<file path="config.mk">
export PLATFORM = sky130hd
export DESIGN_NAME = dmem_arbiter
export DESIGN_NICKNAME = d
export VERILOG_FILES = /design/src/rtl/dmem_pkg.sv /design/src/rtl/dmem_lane_align.sv /design/src/rtl/dmem_arbiter.sv
export SDC_FILE = /design/constraint.sdc
export NUM_CORES = 1
export LEC_CHECK = 0
export ABC_AREA = 1
export BUFFER_PORTS_ARGS = -buffer_cell sky130_fd_sc_hd__clkbuf_2
export CAP_MARGIN = 20
export CELL_PAD_IN_SITES_DETAIL_PLACEMENT = 1
export CELL_PAD_IN_SITES_GLOBAL_PLACEMENT = 2
export CORE_MARGIN = 8
export CORE_UTILIZATION = 20
export CTS_CLUSTER_DIAMETER = 40
export DETAILED_ROUTE_END_ITERATION = 8
export HOLD_SLACK_MARGIN = 0.08
export PLACE_DENSITY_LB_ADDON = 0.12
export SLEW_MARGIN = 20
export SYNTH_ARGS = -nofsm -noshare
export SYNTH_HDL_FRONTEND = slang
export SYNTH_SLANG_ARGS = --single-unit
</file>
<file path="constraint.sdc">
create_clock -name clk -period 1.9 [get_ports clk]
set_clock_uncertainty 0.15 [all_clocks]
set_input_delay 0.38 -clock clk [delete_from_list [all_inputs] [get_ports clk]]
set_output_delay 0.38 -clock clk [all_outputs]
set_load 0.05 [all_outputs]
</file>
<file path="src/rtl/dmem_pkg.sv">
// Shared encodings for the data-memory arbiter: access sizes, FSM states,
// lane-select patterns and load-extension masks.
package dmem_pkg;

    localparam int WORD_W = 32;

    typedef enum logic [1:0] {
        SZ_BYTE = 2'b00,
        SZ_HALF = 2'b01,
        SZ_WORD = 2'b10,
        SZ_ILL  = 2'b11
    } size_e;

    typedef enum logic [1:0] {
        ST_IDLE   = 2'b00,
        ST_ACCESS = 2'b01,
        ST_RESP   = 2'b10
    } state_e;

    localparam logic [3:0]        BSEL_BYTE = 4'b0001;
    localparam logic [3:0]        BSEL_HALF = 4'b0011;
    localparam logic [3:0]        BSEL_WORD = 4'b1111;
    localparam logic [WORD_W-1:0] MASK_BYTE = 32'h0000_00ff;
    localparam logic [WORD_W-1:0] MASK_HALF = 32'h0000_ffff;
    localparam logic [WORD_W-1:0] MASK_WORD = 32'hffff_ffff;

    function automatic logic is_misaligned(input logic [1:0] size, input logic [1:0] off);
        return (size == SZ_ILL) ||
               ((size == SZ_HALF) && off[0]) ||
               ((size == SZ_WORD) && (off != 2'b00));
    endfunction

endpackage

</file>
<file path="src/rtl/dmem_lane_align.sv">
// Lane steering for one access: byte enables, store-data shift, load extract/extend, misalign flag.
// Purely combinational, zero latency; no flow control of its own.
module dmem_lane_align
    import dmem_pkg::*;
(
    input  logic [1:0]        addr_lo,
    input  logic [1:0]        size,
    input  logic              is_unsigned,
    input  logic [WORD_W-1:0] wdata,
    input  logic [WORD_W-1:0] rdata_raw,
    output logic [3:0]        byte_sel,
    output logic [WORD_W-1:0] wdata_sh,
    output logic [WORD_W-1:0] rdata_ext,
    output logic              misalign
);

    logic [4:0]        shamt;
    logic [WORD_W-1:0] wmask;
    logic [WORD_W-1:0] rsh;

    always_comb begin
        shamt     = {addr_lo, 3'b000};
        misalign  = is_misaligned(size, addr_lo);
        rsh       = rdata_raw >> shamt;
        byte_sel  = 4'b0000;
        wmask     = '0;
        rdata_ext = '0;
        case (size)
            SZ_BYTE: begin
                byte_sel  = BSEL_BYTE << addr_lo;
                wmask     = MASK_BYTE;
                rdata_ext = is_unsigned ? {24'h0, rsh[7:0]} : {{24{rsh[7]}}, rsh[7:0]};
            end
            SZ_HALF: begin
                byte_sel  = BSEL_HALF << addr_lo;
                wmask     = MASK_HALF;
                rdata_ext = is_unsigned ? {16'h0, rsh[15:0]} : {{16{rsh[15]}}, rsh[15:0]};
            end
            SZ_WORD: begin
                byte_sel  = BSEL_WORD;
                wmask     = MASK_WORD;
                rdata_ext = rsh;
            end
            default: ;
        endcase
        // An illegal access must never touch memory nor return stale bytes.
        if (misalign) begin
            byte_sel  = 4'b0000;
            rdata_ext = '0;
        end
        wdata_sh = (wdata & wmask) << shamt;
    end

endmodule

</file>
<file path="src/rtl/dmem_arbiter.sv">
// Two-port data-memory arbiter (DMEM_ARB_ROUND_ROBIN_EN selects round-robin, else port 0 priority).
// Latency: gnt one cycle after req is seen in IDLE, rvalid one cycle later; one access per 3 cycles.
// Backpressure: requesters hold req and fields until gnt; requests during ACCESS/RESP wait for IDLE.
module dmem_arbiter
    import dmem_pkg::*;
#(
    parameter int ADDR_W = 32,
    parameter int DATA_W = 32
) (
    input  logic              clk,
    input  logic              reset,

    input  logic              p0_req,
    input  logic              p0_we,
    input  logic [ADDR_W-1:0] p0_addr,
    input  logic [DATA_W-1:0] p0_wdata,
    input  logic [1:0]        p0_size,
    input  logic              p0_unsigned,
    output logic              p0_gnt,
    output logic              p0_rvalid,
    output logic [DATA_W-1:0] p0_rdata,
    output logic              p0_err,

    input  logic              p1_req,
    input  logic              p1_we,
    input  logic [ADDR_W-1:0] p1_addr,
    input  logic [DATA_W-1:0] p1_wdata,
    input  logic [1:0]        p1_size,
    input  logic              p1_unsigned,
    output logic              p1_gnt,
    output logic              p1_rvalid,
    output logic [DATA_W-1:0] p1_rdata,
    output logic              p1_err,

    output logic              mem_read_enable,
    output logic              mem_write_enable,
    output logic [3:0]        mem_byte_sel,
    output logic [ADDR_W-1:0] mem_addr,
    output logic [DATA_W-1:0] mem_write_data,
    input  logic [DATA_W-1:0] mem_read_data
);

    state_e            state_q, state_d;
    logic              sel_q, sel_d;
    logic              we_q, we_d;
    logic [ADDR_W-1:0] addr_q, addr_d;
    logic [DATA_W-1:0] wdata_q, wdata_d;
    logic [1:0]        size_q, size_d;
    logic              uns_q, uns_d;
    logic [1:0]        gnt_q, gnt_d;
    logic [1:0]        rvalid_q, rvalid_d;
    logic [DATA_W-1:0] rdata_q, rdata_d;
    logic              err_q, err_d;

    logic              any_req;
    logic              win;
    logic              in_access;

    logic [3:0]        la_byte_sel;
    logic [DATA_W-1:0] la_wdata_sh;
    logic [DATA_W-1:0] la_rdata_ext;
    logic              la_misalign;

    assign any_req = p0_req | p1_req;

    dmem_lane_align u_lane_align (
        .addr_lo     (addr_q[1:0]),
        .size        (size_q),
        .is_unsigned (uns_q),
        .wdata       (wdata_q),
        .rdata_raw   (mem_read_data),
        .byte_sel    (la_byte_sel),
        .wdata_sh    (la_wdata_sh),
        .rdata_ext   (la_rdata_ext),
        .misalign    (la_misalign)
    );

`ifdef DMEM_ARB_ROUND_ROBIN_EN
    logic ptr_q, ptr_d;

    always_comb begin
        win   = (p0_req && p1_req) ? ptr_q : !p0_req;
        ptr_d = ptr_q;
        if ((state_q == ST_IDLE) && any_req) begin
            ptr_d = !win;
        end
    end

    always_ff @(posedge clk) begin
        if (reset) begin
            ptr_q <= 1'b0;
        end else begin
            ptr_q <= ptr_d;
        end
    end
`else
    always_comb begin
        win = !p0_req;
    end
`endif

    always_comb begin
        state_d  = state_q;
        sel_d    = sel_q;
        we_d     = we_q;
        addr_d   = addr_q;
        wdata_d  = wdata_q;
        size_d   = size_q;
        uns_d    = uns_q;
        gnt_d    = 2'b00;
        rvalid_d = 2'b00;
        rdata_d  = rdata_q;
        err_d    = err_q;
        case (state_q)
            ST_IDLE: begin
                if (any_req) begin
                    state_d    = ST_ACCESS;
                    sel_d      = win;
                    we_d       = win ? p1_we       : p0_we;
                    addr_d     = win ? p1_addr     : p0_addr;
                    wdata_d    = win ? p1_wdata    : p0_wdata;
                    size_d     = win ? p1_size     : p0_size;
                    uns_d      = win ? p1_unsigned : p0_unsigned;
                    gnt_d[win] = 1'b1;
                end
            end
            ST_ACCESS: begin
                state_d         = ST_RESP;
                rvalid_d[sel_q] = 1'b1;
                rdata_d         = (we_q || la_misalign) ? '0 : la_rdata_ext;
                err_d           = la_misalign;
            end
            ST_RESP: begin
                state_d = ST_IDLE;
                rdata_d = '0;
                err_d   = 1'b0;
            end
            default: begin
                state_d = ST_IDLE;
            end
        endcase
    end

    always_ff @(posedge clk) begin
        if (reset) begin
            state_q  <= ST_IDLE;
            sel_q    <= 1'b0;
            we_q     <= 1'b0;
            addr_q   <= '0;
            wdata_q  <= '0;
            size_q   <= 2'b00;
            uns_q    <= 1'b0;
            gnt_q    <= 2'b00;
            rvalid_q <= 2'b00;
            rdata_q  <= '0;
            err_q    <= 1'b0;
        end else begin
            state_q  <= state_d;
            sel_q    <= sel_d;
            we_q     <= we_d;
            addr_q   <= addr_d;
            wdata_q  <= wdata_d;
            size_q   <= size_d;
            uns_q    <= uns_d;
            gnt_q    <= gnt_d;
            rvalid_q <= rvalid_d;
            rdata_q  <= rdata_d;
            err_q    <= err_d;
        end
    end

    // Reset gates the strobes directly so an aborted store never commits at the reset edge.
    assign in_access        = (state_q == ST_ACCESS) && !reset && !la_misalign;
    assign mem_read_enable  = in_access && !we_q;
    assign mem_write_enable = in_access && we_q;
    assign mem_byte_sel     = in_access ? la_byte_sel : 4'b0000;
    assign mem_write_data   = (in_access && we_q) ? la_wdata_sh : '0;
    assign mem_addr         = addr_q;

    assign p0_gnt    = gnt_q[0];
    assign p1_gnt    = gnt_q[1];
    assign p0_rvalid = rvalid_q[0];
    assign p1_rvalid = rvalid_q[1];
    assign p0_rdata  = rvalid_q[0] ? rdata_q : '0;
    assign p1_rdata  = rvalid_q[1] ? rdata_q : '0;
    assign p0_err    = rvalid_q[0] & err_q;
    assign p1_err    = rvalid_q[1] & err_q;

endmodule

</file>
==> reports/results.txt, run 1 <==
Pwr Total: 8050 µW
Share of cells above drive strength 1: 42.0%
Post-synth ARST share: 0%
Clk buf depth: 2
Post-synthesis sequential element count: 108
CTS tree: built
Hold WS: 0.0902 ns
Latest clock arrival within the worst-skew pair: 0.35 ns
DR top layer: met4
Sw frac: 40.4%
1st-iter DRT viols: 252
Wire length on met1: 13,700 µm
Crit-path slowest cell: dfxtp_4
CTS Sinks: 108
Mapped Area: 0.00616 mm²
Most used DFF post-synth: dfxtp_1
Most instantiated cells after synthesis: nand2_1 (363), nand3_1 (131), dfxtp_1 (108)
Slew margin rel.: 54.4%
H-tree levels: 3
CP Class: reg2out
Final WL: 33,100 µm
Final worst setup slack: -0.727 ns
Clock power frac: 24.5%
Metal3 WL: 1980 µm
Startpoint types: register
Core Rows: 64
Flop pwr share: 34.0%
Drt pass-1 iters: 4
Post-DP HPWL: 25,000 µm
Placer Congestion: 0.799
Power Dens Cells: 700 mW/mm²
Max FO, Critical Path: 8
Final hold viol count: 0
Required time of the critical path: 1.37 ns
CP Buf/Inv Count: 4
Fin. max-slew vios: 0
Period utilization: 138%
Die X-Extent: 191 µm
Antenna violations before repair: 1
Crit path DAT: 2.10 ns
Crit path cell chain: inv_4 > ha_4 > nand2_2 > inv_2 > nor2_4 > o21ai_4 > nor2_4 > nand2_8 > buf_6 > a211oi_4 > buf_12
Root Driver: clkbuf_16
Crit. End Element: output pin
Initial core utilization: 20.2%
Sequential-to-total area share from yosys stat: 35.1%
Placed cell area: 0.00977 mm²
All-layer global routing usage: 17.7%
Syn. warnings: 0
Fin crit period: 2.63 ns
Die ar.: 0.0367 mm²
Worst hold path class: in2reg
Final Setup Violations: 70
Cts bufs inserted: 9
Syn Nets: 1,158
Grt total ovfl: 0
RSZ-0062 raised after global routing: true
Synth top area cells: dfxtp_1 (35%), nand2_1 (22%), nand3_1 (11%)
Antenna viol nets, final: 0
Logic pwr share: 41.4%
Die height: 191 µm
Syn Inst Count: 976
Worst-margin pin slew: 0.682 ns
Leak: 0.00564 µW
Top cell type's share of synthesized area: 35.1%
Max_cap viols: 0
Routed vias/inst: 4.43
Unique masters post-synth: 28
Top Ports: 312
P_int: 4800 µW
Net switching power figure: 3250 µW
Max incr delay on CP: 0.39 ns
Post-synth EDFFs: 0
Core area: 0.0304 mm²
Via count: 8,068
Metal2 WL: 16,900 µm
Finished Cell Area: 0.0115 mm²
Cell taking the most area after synthesis: dfxtp_1
Outcome: finished with violations
First-pass GRT wire length: 50,600 µm
WL/cell: 18.2 µm
Pin count of the biggest net entering global routing: 49
F_max: 381 MHz
Max VDD drop: 0.000334 V
Vias in the first global route: 8,875
Average cell area after synthesis: 6.31 µm²
Critical path's most frequent cell: nor2_4
Final #Nets: 1,602
DRC Markers: 0
IO Port Bufs: 311
P&R area growth vs syn: 87.0%
Failing checks: setup timing
Most frequent cell after synthesis: nand2_1
Clock slew at reported path FFs: 0.09 ns
Worst path top cell family by delay: buffers and inverters
[metal layers]
layer	global-route usage, %	up-vias
li1	-	4017
met1	20.3	3809
met2	32.4	216
met3	4.32	26
met4	4.77	0
met5	0	-
[cells by family (layout without fill, tap and decap cells)]
family                     Yosys count  count (layout)  share of synthesized area (%)
other                                0               1                              0
and+or+nand+nor                    546             547                           36.7
AOI/OAI and AO/OA                  137             137                           14.5
DFF                                108             108                           35.1
adders and majority gates           10              10                           2.03
buffers and inverters              175             623                           11.7
[metrics by stage]
stage               setup slack, ns  TNS (ns)  utilization [%]  instances
floorplan                    -0.453    -13.50                -        976
global placement             -0.419    -15.50             32.1       1711
detailed placement           -0.422    -16.68             32.1       1711
CTS                          -0.762    -28.01             36.5       1811
global route                 -0.841    -36.26             37.8       1822
finish                       -0.727    -29.19             37.8       1822
[layout make-up]
type / instances / area (µm²)
fill: 3770 / 18900
timing repair buffer: 499 / 4090
multi-input combinational: 694 / 4030
sequential: 108 / 2180
tap: 396 / 495
inverter: 108 / 423
clock buffer: 10 / 239
clock inverter: 6 / 57.6
antenna: 1 / 2.50
[flip-flops by register name (all words and copies together), names as in the netlist]
signal,cells
uns_q,1
we_q,1
state_q,2
sel_q,1
mem_addr,32
rvalid_q,2
err_q,1
size_q,2
wdata_q,32
gnt_q,2
rdata_q,32
[cells in the final DEF, fill, tap and decap left out, drive strengths merged]
cell,count
a211oi,8
a21oi,38
a22oi,42
a311oi,1
buf,184
clkbuf,256
clkinv,3
clkinvlp,1
dfxtp,108
diode,1
dlygate4sd3,69
ha,10
inv,110
nand2,368
nand3,131
nand4,1
nor2,46
nor3,1
o211ai,19
o21ai,28
o22ai,1
[power by group through the flow]
stage	registers (µW)	clock network, µW	logic [µW]
after floorplan	3030	0	1310
after global placement	2790	0	2790
after detailed placement	2790	0	2790
after CTS	2750	2080	3150
after global routing	2780	2160	3630
final	2740	1980	3340
[worst register-to-register path, cell delays in order, from the launching register on]
cell and delay [ns]:
dfxtp_4 0.38, buf_4 0.15, ha_4 0.16, inv_4 0.06
buf_8 0.12, buf_4 0.11, buf_6 0.09, nand4_1 0.14
nor2_4 0.16, buf_6 0.15, buf_12 0.16, nand3_2 0.08
a21oi_2 0.15
[final timing paths]
path	cells after the start	from	slack (ns)	end
worst max-delay path	11	size_q[1]	-0.73	mem_write_data[23]
worst min-delay path	3	p1_wdata[26]	0.09	wdata_q[26]
worst max register to register	12	size_q[1]	-0.19	rdata_q[7]
worst min register to register	1	sel_q	0.25	rvalid_q[0]
[what timing repair did]
| action | 4_1_cts | 5_1_grt |
|---|---|---|
| buffers inserted | 11 | 12 |
| cloned | 4 | 1 |
| hold endpoints to repair | 49 | 0 |
| setup endpoints to repair | 88 | 167 |
| hold buffers | 69 | 0 |
| gates resized for setup | 55 | 125 |
| pin swaps | 13 | 30 |
Power figures use the tool's default switching activity.
==> run 2, diff against run 1 <==
- CORE_MARGIN: 8 -> unset
==> reports/results.txt, run 2 (synthesis results as in run 1) <==
Outcome: finished with violations (unchanged)
Failing checks: setup timing (unchanged)
Crit. End Element: output pin (unchanged)
Logic pwr share: 40.7% (was 41.4%)
Latest clock arrival within the worst-skew pair: 0.36 ns (was 0.35 ns)
Final hold viol count: 0 (unchanged)
Top Ports: 312 (unchanged)
Grt met1 use: 21.7% (was 20.3%)
Antenna viol nets, final: 0 (unchanged)
Slew margin rel.: 65.0% (was 54.4%)
Vias in the first global route: 8,548 (was 8,875)
Crit path cell chain: buf_4 > ha_2 > nor2_4 > o21ai_4 > nor2_4 > nand2_8 > buf_16 > a211oi_4 > buf_12 (was inv_4 > ha_4 > nand2_2 > inv_2 > nor2_4 > o21ai_4 > nor2_4 > nand2_8 > buf_6 > a211oi_4 > buf_12)
Clock power frac: 25.1% (was 24.5%)
First-pass GRT wire length: 46,400 µm (was 50,600 µm)
Pwr Total: 8010 µW (was 8050 µW)
Startpoint types: register (unchanged)
Fin. max-slew vios: 0 (unchanged)
Root Driver: clkbuf_16 (unchanged)
Placer Congestion: 0.781 (was 0.799)
Share of cells above drive strength 1: 41.1% (was 42.0%)
F_max: 378 MHz (was 381 MHz)
Post-DP HPWL: 22,500 µm (was 25,000 µm)
Required time of the critical path: 1.37 ns (about the same)
Antenna cells: 0 (was 1)
Routed vias/inst: 4.41 (was 4.43)
Worst path top cell family by delay: buffers and inverters (unchanged)
WL/cell: 16.5 µm (was 18.2 µm)
RSZ-0062 raised after global routing: true (unchanged)
H-tree levels: 3 (unchanged)
Final WL: 30,300 µm (was 33,100 µm)
Period utilization: 139% (was 138%)
DRC Markers: 0 (unchanged)
Core area: 0.0300 mm² (was 0.0304 mm²)
Net switching power figure: 3210 µW (was 3250 µW)
# fillers: 3,692 (was 3,770)
Hold WS: 0.0969 ns (was 0.0902 ns)
Commonest cells after routing, fill and taps aside: nand2_1 (340), clkbuf_2 (240), nand3_1 (123) (was nand2_1 (333), clkbuf_2 (238), nand3_1 (119))
All-layer global routing usage: 19.1% (was 17.7%)
Clock slew at reported path FFs: 0.08 ns (was 0.09 ns)
Die ar.: 0.0315 mm² (was 0.0367 mm²)
Pin count of the biggest net entering global routing: 41 (was 49)
Worst-margin pin slew: 0.525 ns (was 0.682 ns)
Drt pass-1 iters: 4 (unchanged)
Die X-Extent: 177 µm (was 191 µm)
Max_cap viols: 0 (unchanged)
P&R area growth vs syn: 88.6% (was 87.0%)
Gr busiest metal: met2 (unchanged)
Pre-CTS setup slack: -0.575 ns (was -0.422 ns)
M2 GR Usage: 35.3% (was 32.4%)
Flop pwr share: 34.2% (was 34.0%)
Via count: 8,109 (was 8,068)
Final worst setup slack: -0.749 ns (was -0.727 ns)
CP Class: reg2out (unchanged)
Sw frac: 40.1% (was 40.4%)
Finished Cell Area: 0.0116 mm² (was 0.0115 mm²)
Register area: 0.00218 mm² (about the same)
CP Buf/Inv Count: 3 (was 4)
Leak: 0.00571 µW (was 0.00564 µW)
Max FO, Critical Path: 5 (was 8)
Clk buf depth: 2 (unchanged)
Fin crit period: 2.65 ns (was 2.63 ns)
Final Setup Violations: 54 (was 70)
Max incr delay on CP: 0.34 ns (was 0.39 ns)
Crit-path slowest cell: dfxtp_2 (was dfxtp_4)
Crit path DAT: 2.12 ns (was 2.10 ns)
Core Rows: 63 (was 64)
CTS tree: built (unchanged)
Cts bufs inserted: 9 (unchanged)
Grt met3 use: 4.01% (was 4.32%)
Most common cell after layout, fill and taps aside: nand2_1 (unchanged)
P_int: 4790 µW (was 4800 µW)
Power Dens Cells: 689 mW/mm² (was 700 mW/mm²)
Final #Nets: 1,626 (was 1,602)
Critical path's most frequent cell: nor2_4 (unchanged)
CTS Sinks: 108 (unchanged)
Die height: 177 µm (was 191 µm)
Worst hold path class: in2reg (unchanged)
IO Port Bufs: 311 (unchanged)
Max VDD drop: 0.000381 V (was 0.000334 V)
Antenna violations before repair: 0 (was 1)
Placed cell area: 0.00947 mm² (was 0.00977 mm²)
Area of the multi-input gates: 0.00401 mm² (was 0.00403 mm²)
Grt total ovfl: 0 (unchanged)
Initial core utilization: 20.6% (was 20.2%)
1st-iter DRT viols: 311 (was 252)
-- run 2: cell count changes in the layout (fill, tap and decap cells not counted), sizes merged --
| cell | previous run | this run |
|---|---|---|
| dlygate4sd3 | 69 | 89 |
| buf | 184 | 177 |
| diode | 1 | 0 |
| clkbuf | 256 | 266 |
| bufbuf | 0 | 1 |
-- run 2: per-layer routing --
metal  wire [µm]  part of all wire [%]  up-vias
met3        1690                   5.6       21
met4         468                   1.5        0
met2       15600                    51      229
met5           0                     0        -
met1       12600                    42     3806
li1            -                     -     4053
-- run 2: final cells by class --
cell class              count  share of cell area, %
clock buffers              10                   2.06
clock inverters             6                  0.550
inverters                 108                   3.64
well taps                 390                   4.20
repair buffers            523                   36.2
flip-flops and latches    108                   18.8
multi-input cells         694                   34.6
-- run 2: worst paths after layout --
path                     start                  to  slack (ns)  cells after the start
setup / recovery     size_q[0]  mem_write_data[16]       -0.75                      9
hold / removal    p1_wdata[16]         wdata_q[16]         0.1                      3
setup reg to reg     size_q[0]         rdata_q[21]       -0.08                     11
hold reg to reg          sel_q         rvalid_q[0]        0.26                      1
-- run 2: timing repair --
item | in CTS | in global routing
endpoints found under the hold margin | 52 | 0
gates cloned | 5 | 2
gates resized for setup | 96 | 141
pin swaps | 19 | 21
setup buffers | 13 | 8
hold buffers | 89 | 0
endpoints found under the setup margin | 81 | 138
-- run 2: power groups by stage --
stage | logic (µW) | registers (µW) | clock network, µW
finish | 3260 | 2740 | 2010
global placement | 2730 | 2780 | 0
global route | 3560 | 2780 | 2180
detailed placement | 2750 | 2790 | 0
floorplan | 1310 | 3030 | 0
CTS | 3130 | 2740 | 2110
-- run 2: tightest hold or removal path, cell delays in order --
cell	delay [ns]
clkbuf_2	0.08
nand2_1	0.05
o211ai_1	0.07
-- run 2: per-stage QoR --
| step | utilization, % | instances | setup TNS (ns) |
|---|---|---|---|
| 4_1_cts | 37.5 | 1833 | -28.16 |
| 3_5_place_dp | 31.6 | 1713 | -16.21 |
| 5_1_grt | 38.8 | 1839 | -31.81 |
| 6_report | 38.8 | 1839 | -25.49 |
| 2_1_floorplan | - | 976 | -13.50 |
| 3_3_place_gp | 31.6 | 1713 | -13.32 |
